File: src/rtl/fminmax_stream.sv
// fminmax_stream
// Streaming binary32 min/max/count reduction over one packet at a time.
// Elements are ordered by the FPU's fle semantics: denormals flush to zero,
// -0 == +0, and NaNs sort outside the infinities by their sign. The stored
// results are the original input bit patterns, never the flushed values.
module fminmax_stream #(
    parameter int unsigned COUNT_W = 16
) (
    input  logic               clk,
    input  logic               rstn,
    input  logic               in_valid,
    output logic               in_ready,
    input  logic [31:0]        in_data,
    input  logic               in_last,
    output logic               out_valid,
    input  logic               out_ready,
    output logic [31:0]        out_min,
    output logic [31:0]        out_max,
    output logic [COUNT_W-1:0] out_count
);

    // Packet phases: waiting for first element, accumulating, holding result.
    localparam logic [1:0] ST_FIRST = 2'd0;
    localparam logic [1:0] ST_ACC   = 2'd1;
    localparam logic [1:0] ST_OUT   = 2'd2;

    localparam logic [COUNT_W-1:0] COUNT_ONE = COUNT_W'(1);
    localparam logic [COUNT_W-1:0] COUNT_MAX = '1;

    logic [1:0]         state_q, state_d;
    logic [31:0]        min_q, min_d;
    logic [31:0]        max_q, max_d;
    logic [COUNT_W-1:0] count_q, count_d;

    logic               in_fire;
    logic               out_fire;
    logic [31:0]        in_key;
    logic [31:0]        min_key;
    logic [31:0]        max_key;
    logic               in_below_min;
    logic               in_above_max;

    // Map a binary32 pattern to an unsigned key whose integer order is the
    // fle order. Every zero/denormal collapses onto the key of +0; positive
    // values get the top bit set so they sit above all negatives, and
    // negatives are bit-inverted so a larger magnitude gives a smaller key.
    function automatic logic [31:0] order_key(input logic [31:0] x);
        logic [31:0] k;
        if (x[30:23] == 8'h00) begin
            k = 32'h8000_0000;
        end else if (!x[31]) begin
            k = {1'b1, x[30:0]};
        end else begin
            k = {1'b0, ~x[30:0]};
        end
        return k;
    endfunction

    assign in_ready  = (state_q != ST_OUT);
    assign out_valid = (state_q == ST_OUT);
    assign in_fire   = in_valid && in_ready;
    assign out_fire  = out_valid && out_ready;

    assign in_key  = order_key(in_data);
    assign min_key = order_key(min_q);
    assign max_key = order_key(max_q);

    // Strict comparisons so that ties keep the earliest element.
    assign in_below_min = (in_key < min_key);
    assign in_above_max = (in_key > max_key);

    assign out_min   = min_q;
    assign out_max   = max_q;
    assign out_count = count_q;

    // Next-state logic for the packet FSM and the running min/max/count.
    always_comb begin
        state_d = state_q;
        min_d   = min_q;
        max_d   = max_q;
        count_d = count_q;
        case (state_q)
            ST_FIRST: begin
                if (in_fire) begin
                    min_d   = in_data;
                    max_d   = in_data;
                    count_d = COUNT_ONE;
                    state_d = in_last ? ST_OUT : ST_ACC;
                end
            end
            ST_ACC: begin
                if (in_fire) begin
                    if (in_below_min) begin
                        min_d = in_data;
                    end
                    if (in_above_max) begin
                        max_d = in_data;
                    end
                    // Saturate: once all-ones, extra elements are not counted.
                    if (count_q != COUNT_MAX) begin
                        count_d = count_q + COUNT_ONE;
                    end
                    if (in_last) begin
                        state_d = ST_OUT;
                    end
                end
            end
            ST_OUT: begin
                // Inputs are stalled here, so an output transfer can never
                // coincide with the start of the next packet.
                if (out_fire) begin
                    state_d = ST_FIRST;
                end
            end
            default: begin
                state_d = ST_FIRST;
            end
        endcase
    end

    // State and result registers; asynchronous reset discards any packet.
    always_ff @(posedge clk or negedge rstn) begin
        if (!rstn) begin
            state_q <= ST_FIRST;
            min_q   <= 32'h0;
            max_q   <= 32'h0;
            count_q <= '0;
        end else begin
            state_q <= state_d;
            min_q   <= min_d;
            max_q   <= max_d;
            count_q <= count_d;
        end
    end

endmodule

File: config.mk
export PLATFORM = sky130hd
export DESIGN_NAME = fminmax_stream
export DESIGN_NICKNAME = d
export VERILOG_FILES = /design/src/rtl/fminmax_stream.sv
export SDC_FILE = /design/constraint.sdc
export NUM_CORES = 1
export LEC_CHECK = 0
export CORE_MARGIN = 2
export CORE_UTILIZATION = 49
export DETAILED_ROUTE_END_ITERATION = 8
export MAX_ROUTING_LAYER = met4
export PLACE_DENSITY = 0.88
export REMOVE_ABC_BUFFERS = 1
export SLEW_MARGIN = 20
export SYNTH_ARGS = -nofsm -noshare
export SYNTH_HDL_FRONTEND = slang
export SYNTH_SLANG_ARGS = --single-unit
File: constraint.sdc
create_clock -name clk -period 3.6 [get_ports clk]
set_input_delay 0.72 -clock clk [delete_from_list [all_inputs] [get_ports clk]]
set_output_delay 0.72 -clock clk [all_outputs]
set_load 0.1 [all_outputs]
==> impl_results.md <==
* Latest clock arrival within the worst-skew pair at 0.35 ns
* Final Util at 74.8%
* Crit end category: flop
* Seq/Total Area, Yosys at 32.0%
* IO Count at 119
* Worst-Margin Slew at 1.03 ns
* Final Setup Violations at 37
* R2R setup slack at -0.06 ns
* Syn Area/Cell at 8.73 µm²
* Worst-case reg-to-reg path depth at 14
* Slew headroom at 31.4%
* Final min period at 3.71 ns
* Detailed-route via count at 6,937
* Largest net degree at the start of global routing at 83
* Filler instances at 802
* CTS Buffer Depth at 2
* Gate Count Post-Synth at 735
* Iter 0 DRT Violations at 752
* First-pass GRT wire length at 34,400 µm
* Hpwl dp at 14,200 µm
* Dpl cells at 1,075
* Clk slew on worst S/H paths at 0.06 ns
* Worst min-delay path class: input pin to async pin
* Largest stage delay on the critical path at 0.56 ns
* Final slew viol count at 0
* DR pass1 iterations at 6
* Startpoint types: input pin
* Worst Path Required at 3.82 ns
* Placer Congestion at 0.939
* Overflow left after global routing at 0
* Clk sinks at 82
* Final Cycle Share at 103%
* Gr usage total at 31.5%
* Post-synth EDFFs at 0
* ANT nets after route at 0
* Rows at 41
* Skew final at 0.00707 ns
* CTS root buffer: clkbuf_16
* Routed wire length per instance at 21.7 µm
* Maxcap violations at 0
* Hold buffer count at cts at 0
* Die Y at 118 µm
* Via/cell ratio at 6.20
* Worst Path Arrival at 3.92 ns
* TritonCTS Buffers at 9
* Synth Cell Area at 6420 µm²
* Final Hold Vio Count at 0
* Failing checks: setup timing
* H-tree depth at 3
* WS Path Type: input pin to flop
* Final cell count without fillers at 1,118
* Area Overhead vs Synth at 48.2%
* RSZ-0062 raised after global routing: yes
* DRC viols at 0
* YS warnings at 0
* Vias in the first global route at 6,672
* Post-synth ARST share at 100%
* Number of antenna violations at the first check in global routing at 0
* Setup Total Neg Slack at -2.24 ns
* PortBufs at 118
* Status: finished with violations
* CTS tree: done
* CP Max Fanout at 7
* CORE AREA at 12,700 µm²
* CP most frequent cell: buf_8
* Die area at 14,000 µm²
* Primary FF master, synth: dfrtp_1
* # nets final at 1,040
* Die X at 118 µm
* # diodes at 0
* Layout cells sized above 1 at 25.5%
* DRT Wirelength at 24,200 µm
* Crit path cell chain: buf_8 > nor4_4 > and2_4 > buf_8 > buf_4 > nor2_1 > ha_1 > nand2_1 > or2_2 > or4_4 > o31a_4 > buf_6 > nand2_2 > o211ai_1
* Fmax at 270 MHz
* Setup slack after layout at -0.106 ns
* Flops & latches, synth at 82
* Library cells used by synthesis at 47
* Initial Util at 50.5%
* Critical Path Slowest Stage Cell: or4_4
synth_stat cells, types with 2 or more instances:
master    count  area, µm²
o211ai_1     36        270
mux2_1       30        338
o21ai_0       9       45.0
nand2_1     144        541
nor2b_1       2       12.5
o31ai_2       2       25.0
or4_1         3       22.5
nand2b_1      4       25.0
or2_2         3       18.8
nand3_1       8       40.0
nor2_1       55        206
inv_1         9       33.8
a21o_1       12       90.1
dfrtp_1      82       2050
buf_2         5       25.0
nor3_1        7       35.0
buf_4         6       45.0
or3_1         4       25.0
o221ai_1      3       26.3
and2_1        4       25.0
xor2_1       66        578
a211oi_1      5       37.5
mux2_2        3       33.8
o21a_1        2       15.0
nand4_1      48        300
clkbuf_1     27        101
xnor2_1      39        342
buf_1         8       30.0
ha_1         62        776
nor4_1        6       37.5
a21oi_1      25        125
what timing repair did:
action / in CTS / in global routing
endpoints found under the setup margin: 64 / 64
pin swaps: 18 / 37
buffers inserted: 9 / 11
cloned: 5 / 3
resized for setup: 58 / 90
hold endpoints to repair: 0 / 0
registers in the layout, summed over array words and instances (netlist names):
register,count
out_max,32
state_q,2
out_count,16
out_min,32
worst paths after layout:
kind                              from     endpoint
max in group asynchronous         rstn  out_min[31]
min in group clk            state_q[1]   state_q[0]
setup / recovery           in_data[28]  out_max[26]
hold / removal                    rstn  out_max[26]
hold reg to reg             state_q[1]   state_q[0]
setup reg to reg           out_max[23]  out_max[26]
metrics by stage:
stage | area (µm²) | hold WS [ns] | setup slack [ns]
final | 9510 | 0.428 | -0.106
after global routing | 9510 | 0.483 | -0.285
after CTS | 9010 | 0.482 | 0.00265
after detailed placement | 8420 | 0.475 | -0.979
after global placement | 8420 | 0.463 | -0.828
after floorplan | 6220 | 0.424 | -2.14
critical path, delay by kind of cell:
| family | cells | cell delay (ns) |
|---|---|---|
| and+or+nand+nor | 7 | 1.75 |
| AOI/OAI and AO/OA | 2 | 0.57 |
| buffers and inverters | 4 | 0.51 |
| adders and majority gates | 1 | 0.36 |
placed cells by master, fill, tap and decap left out, drive strengths merged, types with 7 or more instances in the layout:
cell type	instances
nand2	144
clkbuf	20
o211ai	36
nor3	7
a21oi	25
xnor2	39
nand3	8
mux2	33
o21ai	10
a21o	12
inv	9
xor2	66
clkdlybuf4s50	98
nor2	55
buf	136
ha	62
dfrtp	82
nand4	48
cells by family (layout without fill, tap and decap cells):
| logic type | after synthesis | after routing | synth area share, % |
|---|---|---|---|
| AOI/OAI and AO/OA | 106 | 106 | 11.6 |
| xor gates and xnor gates | 105 | 105 | 14.3 |
| adders and majority gates | 62 | 62 | 12.1 |
| buffers and inverters | 55 | 266 | 3.66 |
| DFF | 82 | 82 | 32.0 |
| muxes | 34 | 34 | 5.94 |
| and+or+nand+nor | 291 | 291 | 20.4 |
routing by layer:
| layer | up-vias | share of wire [%] | global-route usage, % |
|---|---|---|---|
| met5 | - | 0 | - |
| met4 | 0 | 5.5 | 13.5 |
| met3 | 149 | 9.9 | 5.84 |
| met2 | 486 | 48 | 51.6 |
| met1 | 3304 | 36 | 38.0 |
| li1 | 2998 | - | - |
layout make-up:
class / instances / area (µm²) / share of cell area [%]
multi-input cells: 598 / 4560 / 47.9
repair buffers: 241 / 2340 / 24.6
flip-flops and latches: 82 / 2050 / 21.6
well taps: 172 / 215 / 2.26
inverters: 9 / 33.8 / 0.355
clock inverters: 2 / 35.0 / 0.368
clock buffers: 14 / 274 / 2.88
Power is not shown: default switching activity piles up to over one toggle a cycle in this logic, so the estimate is an artifact.
